**src/rtl/order_fetch_pkg.sv**
```systemverilog
// Shared types and constants for the order_fetch instruction-fetch stage.
package order_fetch_pkg;

  localparam logic [31:0] NOP_ORDER       = 32'h0000_0000;
  localparam logic [7:0]  BUS_ERR_IRQ_NUM = 8'hFF;
  localparam logic [31:0] FETCH_STEP      = 32'd4;

  typedef enum logic [1:0] {
    ST_IDLE,
    ST_REQ,
    ST_DROP
  } fetch_state_e;

  typedef struct packed {
    logic [31:0] addr;
    logic [31:0] data;
  } fetch_entry_t;

  function automatic logic [31:0] word_align(input logic [31:0] addr);
    return {addr[31:2], 2'b00};
  endfunction

endpackage

```
**src/rtl/fetch_fifo.sv**
```systemverilog
// Prefetch buffer of {addr, data} entries; flush has priority over push and pop.
module fetch_fifo
  import order_fetch_pkg::*;
#(
  parameter int DEPTH = 2
) (
  input  logic                   clk,
  input  logic                   rst,
  input  logic                   push_i,
  input  logic                   pop_i,
  input  logic                   flush_i,
  input  fetch_entry_t           wdata_i,
  output fetch_entry_t           rdata_o,
  output logic                   full_o,
  output logic                   empty_o,
  output logic [$clog2(DEPTH):0] count_o
);

  localparam int PTR_W = $clog2(DEPTH);
  localparam int CNT_W = PTR_W + 1;

  fetch_entry_t     mem_q [DEPTH];
  logic [PTR_W-1:0] wr_ptr_q, rd_ptr_q;
  logic [CNT_W-1:0] count_q;
  logic             do_push, do_pop;

  assign full_o  = (count_q == CNT_W'(DEPTH));
  assign empty_o = (count_q == '0);
  assign count_o = count_q;
  assign rdata_o = mem_q[rd_ptr_q];

  // A pop frees a slot in the same cycle, so a full buffer accepts push+pop.
  assign do_pop  = pop_i && !empty_o;
  assign do_push = push_i && (!full_o || do_pop);

  // NOTE: storage carries no reset; validity lives entirely in the pointers and count.
  always_ff @(posedge clk) begin
    if (do_push && !flush_i) begin
      mem_q[wr_ptr_q] <= wdata_i;
    end
  end

  // NOTE: state registers use non-blocking assignments so every flop samples pre-edge values.
  always_ff @(posedge clk or posedge rst) begin
    if (rst) begin
      wr_ptr_q <= '0;
      rd_ptr_q <= '0;
      count_q  <= '0;
    end else if (flush_i) begin
      wr_ptr_q <= '0;
      rd_ptr_q <= '0;
      count_q  <= '0;
    end else begin
      if (do_push) wr_ptr_q <= wr_ptr_q + PTR_W'(1);
      if (do_pop)  rd_ptr_q <= rd_ptr_q + PTR_W'(1);
      count_q <= count_q + CNT_W'(do_push) - CNT_W'(do_pop);
    end
  end

endmodule

```
**src/rtl/order_fetch.sv**
```systemverilog
// Instruction-fetch stage: bus req/ack fetch FSM, prefetch FIFO, decode output register.
// Optional bus-ack timeout enabled by defining ORDER_FETCH_BUS_TIMEOUT_EN.
module order_fetch
  import order_fetch_pkg::*;
#(
  parameter logic [31:0] RESET_ADDR     = 32'h0000_0000,
  parameter int          FIFO_DEPTH     = 2,
  parameter int          TIMEOUT_CYCLES = 255
) (
  input  logic        clk,
  input  logic        rst,
  input  logic        isStop,
  input  logic        jump_en,
  input  logic [31:0] jump_addr,
  input  logic        irq_req,
  input  logic [7:0]  irq_num,
  output logic        mem_req,
  output logic [31:0] mem_addr,
  input  logic        mem_ack,
  input  logic [31:0] mem_data,
  output logic [31:0] order,
  output logic [31:0] thisOrderAddress,
  output logic        this_isRunning,
  output logic        interrupt,
  output logic [7:0]  interrupt_num,
  output logic        bus_err
);

  localparam int CNT_W = $clog2(FIFO_DEPTH) + 1;

  fetch_state_e     state_q, state_d;
  logic [31:0]      pc_q, pc_d;
  logic [31:0]      drop_addr_q, drop_addr_d;
  logic             irq_pend_q, irq_pend_d;
  logic [7:0]       irq_num_q, irq_num_d;
  logic [31:0]      order_q, order_d;
  logic [31:0]      out_addr_q, out_addr_d;
  logic             run_q, run_d;
  logic             int_q, int_d;
  logic [7:0]       int_num_q, int_num_d;

  logic             fifo_push, fifo_pop, fifo_flush, fifo_full, fifo_empty;
  logic [CNT_W-1:0] fifo_count, fifo_count_after;
  fetch_entry_t     fifo_head, push_entry;
  logic             idle_issue, room_after_push, irq_take;
  logic             timeout_hit, retry_hold;
  logic [31:0]      jump_target;

  assign jump_target = word_align(jump_addr);
  assign push_entry  = '{addr: pc_q, data: mem_data};

  // IDLE issues a request in the same cycle it sees room; reset masks it combinationally.
  assign idle_issue = (state_q == ST_IDLE) && !fifo_full && !jump_en && !retry_hold;
  assign mem_req    = (state_q == ST_REQ) || (state_q == ST_DROP) || (idle_issue && !rst);
  assign mem_addr   = (state_q == ST_DROP) ? drop_addr_q : pc_q;

  assign fifo_pop         = !isStop && !jump_en && !irq_pend_q && !fifo_empty;
  assign irq_take         = !isStop && !jump_en && irq_pend_q;
  assign fifo_count_after = fifo_count + CNT_W'(1) - CNT_W'(fifo_pop);
  assign room_after_push  = fifo_count_after < CNT_W'(FIFO_DEPTH);

  fetch_fifo #(
    .DEPTH (FIFO_DEPTH)
  ) u_fetch_fifo (
    .clk     (clk),
    .rst     (rst),
    .push_i  (fifo_push),
    .pop_i   (fifo_pop),
    .flush_i (fifo_flush),
    .wdata_i (push_entry),
    .rdata_o (fifo_head),
    .full_o  (fifo_full),
    .empty_o (fifo_empty),
    .count_o (fifo_count)
  );

`ifdef ORDER_FETCH_BUS_TIMEOUT_EN
  localparam logic [7:0] TIMEOUT_LAST = 8'(TIMEOUT_CYCLES - 1);

  logic [7:0] tmo_cnt_q;
  logic       bus_err_q;

  assign timeout_hit = mem_req && !mem_ack && (tmo_cnt_q == TIMEOUT_LAST);
  assign retry_hold  = bus_err_q;
  assign bus_err     = bus_err_q;

  always_ff @(posedge clk or posedge rst) begin
    if (rst) begin
      tmo_cnt_q <= '0;
      bus_err_q <= 1'b0;
    end else begin
      bus_err_q <= timeout_hit;
      if (mem_req && !mem_ack && !timeout_hit) tmo_cnt_q <= tmo_cnt_q + 8'd1;
      else                                     tmo_cnt_q <= '0;
    end
  end
`else
  logic unused_timeout;
  assign unused_timeout = ^TIMEOUT_CYCLES;
  assign timeout_hit    = 1'b0;
  assign retry_hold     = 1'b0;
  assign bus_err        = 1'b0;
`endif

  // NOTE: every always_comb output gets a default first so no path infers a latch.
  always_comb begin
    state_d     = state_q;
    pc_d        = pc_q;
    drop_addr_d = drop_addr_q;
    fifo_push   = 1'b0;
    fifo_flush  = 1'b0;
    case (state_q)
      ST_IDLE: begin
        if (jump_en) begin
          pc_d       = jump_target;
          fifo_flush = 1'b1;
          state_d    = ST_REQ;
        end else if (idle_issue) begin
          if (mem_ack) begin
            fifo_push = 1'b1;
            pc_d      = pc_q + FETCH_STEP;
            state_d   = room_after_push ? ST_REQ : ST_IDLE;
          end else begin
            state_d = ST_REQ;
          end
        end
      end
      ST_REQ: begin
        if (jump_en) begin
          pc_d        = jump_target;
          fifo_flush  = 1'b1;
          drop_addr_d = pc_q;
          state_d     = mem_ack ? ST_REQ : ST_DROP;
        end else if (mem_ack) begin
          fifo_push = 1'b1;
          pc_d      = pc_q + FETCH_STEP;
          state_d   = room_after_push ? ST_REQ : ST_IDLE;
        end
      end
      ST_DROP: begin
        if (jump_en) pc_d = jump_target;
        if (mem_ack) state_d = ST_REQ;
      end
      default: state_d = ST_IDLE;
    endcase
    if (timeout_hit) state_d = ST_IDLE;
  end

  always_comb begin
    irq_pend_d = irq_pend_q;
    irq_num_d  = irq_num_q;
    if (irq_take) irq_pend_d = 1'b0;
    if (timeout_hit) begin
      irq_pend_d = 1'b1;
      irq_num_d  = BUS_ERR_IRQ_NUM;
    end else if (irq_req) begin
      irq_pend_d = 1'b1;
      irq_num_d  = irq_num;
    end
  end

  // Priority on an unstalled edge: redirect bubble, then interrupt marker, then FIFO head.
  always_comb begin
    order_d    = order_q;
    out_addr_d = out_addr_q;
    run_d      = run_q;
    int_d      = int_q;
    int_num_d  = int_num_q;
    if (!isStop) begin
      order_d = NOP_ORDER;
      run_d   = 1'b0;
      int_d   = 1'b0;
      if (jump_en) begin
        order_d = NOP_ORDER;
      end else if (irq_pend_q) begin
        int_d      = 1'b1;
        int_num_d  = irq_num_q;
        out_addr_d = fifo_empty ? pc_q : fifo_head.addr;
      end else if (!fifo_empty) begin
        order_d    = fifo_head.data;
        out_addr_d = fifo_head.addr;
        run_d      = 1'b1;
      end
    end
  end

  always_ff @(posedge clk or posedge rst) begin
    if (rst) begin
      state_q     <= ST_IDLE;
      pc_q        <= RESET_ADDR;
      drop_addr_q <= RESET_ADDR;
      irq_pend_q  <= 1'b0;
      irq_num_q   <= '0;
      order_q     <= NOP_ORDER;
      out_addr_q  <= '0;
      run_q       <= 1'b0;
      int_q       <= 1'b0;
      int_num_q   <= '0;
    end else begin
      state_q     <= state_d;
      pc_q        <= pc_d;
      drop_addr_q <= drop_addr_d;
      irq_pend_q  <= irq_pend_d;
      irq_num_q   <= irq_num_d;
      order_q     <= order_d;
      out_addr_q  <= out_addr_d;
      run_q       <= run_d;
      int_q       <= int_d;
      int_num_q   <= int_num_d;
    end
  end

  assign order            = order_q;
  assign thisOrderAddress = out_addr_q;
  assign this_isRunning   = run_q;
  assign interrupt        = int_q;
  assign interrupt_num    = int_num_q;

endmodule
```
**config.mk**
```make
export PLATFORM = sky130hd
export DESIGN_NAME = order_fetch
export DESIGN_NICKNAME = d
export VERILOG_FILES = /design/src/rtl/order_fetch_pkg.sv /design/src/rtl/fetch_fifo.sv /design/src/rtl/order_fetch.sv
export SDC_FILE = /design/constraint.sdc
export NUM_CORES = 1
export LEC_CHECK = 0
export ABC_AREA = 1
export CAP_MARGIN = 10
export CORE_MARGIN = 2
export CORE_UTILIZATION = 56
export CTS_BUF_LIST = sky130_fd_sc_hd__clkbuf_8
export CTS_CLUSTER_DIAMETER = 50
export CTS_CLUSTER_SIZE = 25
export DETAILED_ROUTE_END_ITERATION = 10
export PLACE_DENSITY = 0.81
export SETUP_SLACK_MARGIN = 0.5
export SLEW_MARGIN = 10
export SYNTH_ARGS = -nofsm -noshare
export SYNTH_HDL_FRONTEND = slang
export SYNTH_SLANG_ARGS = --single-unit
export TNS_END_PERCENT = 50
```
**constraint.sdc**
```tcl
create_clock -name clk -period 5.75 [get_ports clk]
set_input_delay 1.15 -clock clk [delete_from_list [all_inputs] [get_ports clk]]
set_output_delay 1.15 -clock clk [all_outputs]
set_load 0.01 [all_outputs]
```
### After elaboration in Yosys (flattened, before gate mapping)

Memories as Yosys holds them, arrays and structs flattened.
Cells that the tools add are included.

| word-level totals | value |
|---|---|
| bits in writable memories | 128 |
| bits in registers | 153 |
| word-level logic and storage cells | 107 |
| input bits | 78 |
| memories kept | 1 |

| cells by class | value |
|---|---|
| bitwise gates (word level) | 2 |
| reductions and logical operators | 32 |
| magnitude comparators | 1 |
| equal/unequal tests | 8 |
| muxes and demuxes | 43 |
| $add $sub $neg | 7 |

Memories:

| memory | words | width | read ports | clocked after memory_dff | write ports | line | text |
|---|---|---|---|---|---|---|---|
| u_fetch_fifo.mem_q | 2 | 64 | 1 | 0 | 1 | fetch_fifo.sv:22 | `fetch_entry_t mem_q [DEPTH];` |

Operators by type and width:

| kind | number |
|---|---|
| $mux W32 | 12 |
| $pmux W32 S3 | 1 |
| $add A32 B3 Y32 const B | 1 |
| $mux W1 | 21 |
| $mux W2 | 7 |
| $reduce_and A3 Y1 | 4 |
| $logic_and A1 B1 Y1 | 10 |
| $logic_not A1 Y1 | 7 |
| $ne A2 B2 Y1 const B | 3 |
| $ne A3 B3 Y1 const B | 2 |
| $pmux W2 S3 | 1 |
| $reduce_bool A2 Y1 | 3 |
| $eq A2 B2 Y1 const B | 2 |
| $logic_not A2 Y1 | 2 |
| $sub A2 B1 Y2 | 2 |
| $logic_or A1 B1 Y1 | 3 |
| $reduce_bool A3 Y1 | 1 |
| $add A1 B1 Y1 const B | 2 |
| $add A2 B1 Y2 | 1 |
| $add A2 B1 Y2 const B | 1 |
| $eq A2 B1 Y1 const B | 1 |
| $lt A2 B2 Y1 const B | 1 |
| $not A1 Y1 | 2 |
| $pmux W1 S2 | 1 |
| 2 further kinds | 2 |

### Logic depth before layout (Yosys ltp)

| logic depth | value |
|---|---|
| word-level depth | 11 |
| gate-level depth with buffers | 12 |

### Cells and area by module

Synthesis repeated with hierarchy kept, for this count alone.

| unflattened totals | value |
|---|---|
| cell total of the unflattened synthesis | 1290 |
| area total of the unflattened synthesis | 12255.5 um^2 |

By module, submodules not included:

| module | cells each | area an instance (um^2) | times used |
|---|---|---|---|
| order_fetch | 916 | 7299.5 | 1 |
| fetch_fifo | 374 | 4956.0 | 1 |

### Worst setup path after synthesis

Ideal clock, no wire load.

| timing | value |
|---|---|
| path kind | input to register |
| from | input port jump_en |
| to | memory u_fetch_fifo.mem_q[0][0] (netlist name), enable pin |
| data required time | 5.268 ns |
| stages | 6 |
| setup time | 0.482 ns |
| setup slack | 0.904 ns |
| path buffers | 1 |
| data arrival time | 4.364 ns |
| path through | buf_4 inv_2 nand2_1 o22ai_1 nand2_1 nor2_1 |

| on the way | value |
|---|---|
| longest elaborated chain between the ends | 10 |

Ends and longest elaborated chain:

| what | line | text |
|---|---|---|
| start: declaration | order_fetch.sv:13 | `input logic jump_en,` |
| branches (longest 7 deep; another with $pmux W1 S2) | -- |  |
| $logic_and A1 B1 Y1 (*) | fetch_fifo.sv:38 | `if (do_push && !flush_i) begin` |
| $mux W1 (*) | fetch_fifo.sv:38 |  |
| $mux W1 (implied by the code) (*) | fetch_fifo.sv:39 | `mem_q[wr_ptr_q] <= wdata_i;` |
| end: declaration | fetch_fifo.sv:22 |  |

Every way passes the cells marked *.

### Worst setup path in the final report

| timing | value |
|---|---|
| from | register state_q[0] |
| to | output port mem_addr[19] |

| on the way | value |
|---|---|
| longest elaborated chain between the ends | 2 |

Ends and longest elaborated chain:

| what | line | text |
|---|---|---|
| start: declaration | order_fetch.sv:31 | `fetch_state_e state_q, state_d;` |
| start signal: assignment | order_fetch.sv:200 | `state_q <= state_d;` |
| $eq A2 B2 Y1 | order_fetch.sv:55 | `assign mem_addr = (state_q == ST_DROP) ? drop_addr_q : pc_q;` |
| $mux W32 | order_fetch.sv:55 |  |
| end: declaration | order_fetch.sv:18 | `output logic [31:0] mem_addr,` |

Every way passes these cells.

==> flow_summary.ini <==
[worst_setup_path]
arrival_ps = 2970
r2r_cells = 10
max_stage_delay_ps = 920
r2r_slack_ps = 2630
cp.required_ps = 4600
r2r_start = state_q[0]
cp_slowest_cell = ha_2
cp-end-kind = output pin
crit_chain = inv_1 -> ha_2 -> nand2_1 -> o21ai_0 -> clkdlybuf4s50_1
critPathBufInv = 2
crit_family = adder cells
reg2reg_to = pc_q[18]
cp-start-kind = flop
crit_type = flop to output pin
cp_max_fo = 62

[logic_synthesis]
avgSynthCellArea_um2 = 9.57
synthFlopType = dfrtp_1
yosys.area.top_type_share_pct = 31.7
synth.top_cells.by_area = edfxtp_1 32%, dfrtp_1 31%, nand2_1 11%
synth.lib_cells_used.distinct = 31
syn_inst = 1226
synth_seq_cells = 271
async_flop_share_pct = 54.2
synth_warnings = 0
yosysSeqAreaShare_pct = 63.1
synth_top_area_cell = edfxtp_1
synthesis.area_mm2 = 0.0117
synth_edf_count = 124

[clock_tree]
clockRootBuffer = clkbuf_8
hold_buffers = 0
path_clk_slew_ps = 110
numCtsBuffers = 24
clock_sinks = 271
post_cts_resized = 0
cts_tree = built
htreeDepth = 1
cts_buffer_depth = 3
post_cts_buffers = 0
clock_latency_ps = 590

[flow_run]
maxCapViolations = 0

[layout]
fillers = 1565
final_common_cell = nand2_1
n_antenna_cell = 0
seq_area_mm2 = 0.00740
multi_input_area_mm2 = 0.00381
final_cell_mix = 347 x nand2_1, 178 x clkdlybuf4s50_1, 157 x o21ai_0
drive_gt1_share_pct = 5.13
area_growth_pct = 21.9
final_nets = 1469

[global_route]
grt_pass1_wl_um = 44100
grt-ovfl-total = 0
grt_max_degree = 115
antenna_found_initial = 0
gr-usage-all-layers_pct = 25.1
grt_pass1_vias = 8652

[power]
p_sw_mw = 2.49
p_total_mw = 6.52
powerDensity_mw_per_mm2 = 456
p_sw_share_pct = 38.2
p_leak_nw = 5.83
p_comb_share_pct = 34.3
power.internal_mw = 4.03
irDropWorstVdd_uv = 269
pwr-share-seq_pct = 46.2
p_clk_share_pct = 19.5

[sta]
fin_skew_ps = 53.8
max_slew_margin_pct = 22.3
tightest_slew_ps = 1160
hold_viol = 0
tns_ps = 0
fmax_mhz = 243
setup_viol = 0
drv_slew = 0
rsz0062_at_grt = no
fin_crit_sh_pct = 71.7
period_needed_ps = 4120

[drt]
postRouteAntennaNets = 0
drt_first_pass_iters = 6
post-route-drc-count = 0
avgViaCountPerCell = 5.39
post_drt_wl_per_cell_um = 16.5
drt_iter0_drc = 842
wirelength_um = 27600
vias = 9010

[placement]
port_buffers = 178
place.gp.congestion = 0.931
dp_hpwl_um = 18400

[floorplan]
die_x_um = 149
rows = 52
io_pins = 186
core-area_mm2 = 0.0204
die_area_mm2 = 0.0221
die_height_um = 149
start_util_pct = 57.4

[hold_path]
holdPathStages = 2
hp-start = this_isRunning
hold_path.class = flop to flop
hold-path-endpoint = this_isRunning

[status]
outcome = completed
[routing by layer]
| layer | vias to the layer above | part of all wire (%) | track usage [%] |
|---|---|---|---|
| met5 | - | 0 | 0 |
| met4 | 0 | 1.4 | 5.29 |
| met1 | 4245 | 44 | 35.1 |
| met2 | 357 | 47 | 41.9 |
| met3 | 38 | 7.8 | 4.43 |
| li1 | 4370 | - | - |
[worst max path at each step]
stage	from	to	slack [ps]	depth (start not counted)
floorplan	rst	drop_addr_q[10]	650	1
global placement	jump_en	u_fetch_fifo.mem_q[0][25]	1780	7
detailed placement	jump_en	u_fetch_fifo.mem_q[0][25]	1670	7
CTS	state_q[0]	mem_addr[19]	1590	5
global route	state_q[0]	mem_addr[19]	1350	5
finish	state_q[0]	mem_addr[19]	1630	5
[layout make-up]
type                    count  area share, %
repair buffers            190           13.1
multi-input cells         825           26.7
clock buffers              25           2.41
inverters                  73           1.95
well taps                 270           2.36
flip-flops and latches    271           51.8
clock inverters            19           1.77
[tightest hold or removal path, cell delays in order (launching register included)]
cell     delay (ps)
dfrtp_1         360
nand2_1          50
nand2_1          50
[cells in the mapped netlist (2+ instances only)]
| cell type | instances |
|---|---|
| nor2_2 | 2 |
| a22oi_1 | 2 |
| a21oi_2 | 2 |
| o21ai_1 | 14 |
| o22ai_1 | 5 |
| clkbuf_1 | 35 |
| o21bai_1 | 3 |
| nand3_1 | 28 |
| xor2_1 | 6 |
| edfxtp_1 | 124 |
| inv_1 | 67 |
| a31oi_1 | 2 |
| nor2_1 | 153 |
| dfrtp_1 | 147 |
| mux2i_1 | 32 |
| buf_2 | 17 |
| nand4_1 | 3 |
| a21oi_1 | 52 |
| ha_1 | 6 |
| buf_4 | 8 |
| inv_2 | 6 |
| o21ai_0 | 157 |
| nand2_1 | 347 |
[logic make-up (layout without fill, tap and decap cells)]
kind of cell / Yosys count / count (layout) / synth area share, %
mux: 32 / 32 / 2.73
fa+ha+maj: 6 / 6 / 0.640
other cells: 1 / 5 / 0.0320
buf+inv: 134 / 307 / 4.79
xor+xnor: 7 / 7 / 0.522
flops: 271 / 271 / 63.1
compound gates: 239 / 239 / 10.5
simple gates: 536 / 536 / 17.7
[power groups by stage]
stage / Clock (mW) / Sequential, mW / Combinational (mW)
CTS: 1.30 / 3.01 / 2.24
finish: 1.27 / 3.01 / 2.24
global route: 1.38 / 3.08 / 2.48
global placement: 0 / 3.02 / 2.17
detailed placement: 0 / 3.05 / 2.22
floorplan: 0 / 3.02 / 1.22
[sequential cells by signal (all words and copies together) (netlist names)]
signal                 count
drop_addr_q               30
interrupt                  1
interrupt_num              8
irq_num_q                  8
irq_pend_q                 1
order                     32
pc_q                      30
state_q                    2
thisOrderAddress          30
this_isRunning             1
u_fetch_fifo.count_o       2
u_fetch_fifo.mem_q       124
u_fetch_fifo.rd_ptr_q      1
u_fetch_fifo.wr_ptr_q      1
[stage by stage]
stage	hold WS, ps	instances	setup WS [ps]	utilization, %	instance area, um^2
5_1_grt	522	1673	1350	70.0	14300
4_1_cts	490	1673	1590	70.0	14300
2_1_floorplan	453	1230	649	-	11800
3_5_place_dp	463	1629	1670	67.1	13700
6_report	491	1673	1630	70.0	14300
3_3_place_gp	458	1629	1780	67.1	13700
No activity file was read; power rests on OpenSTA's default activity.
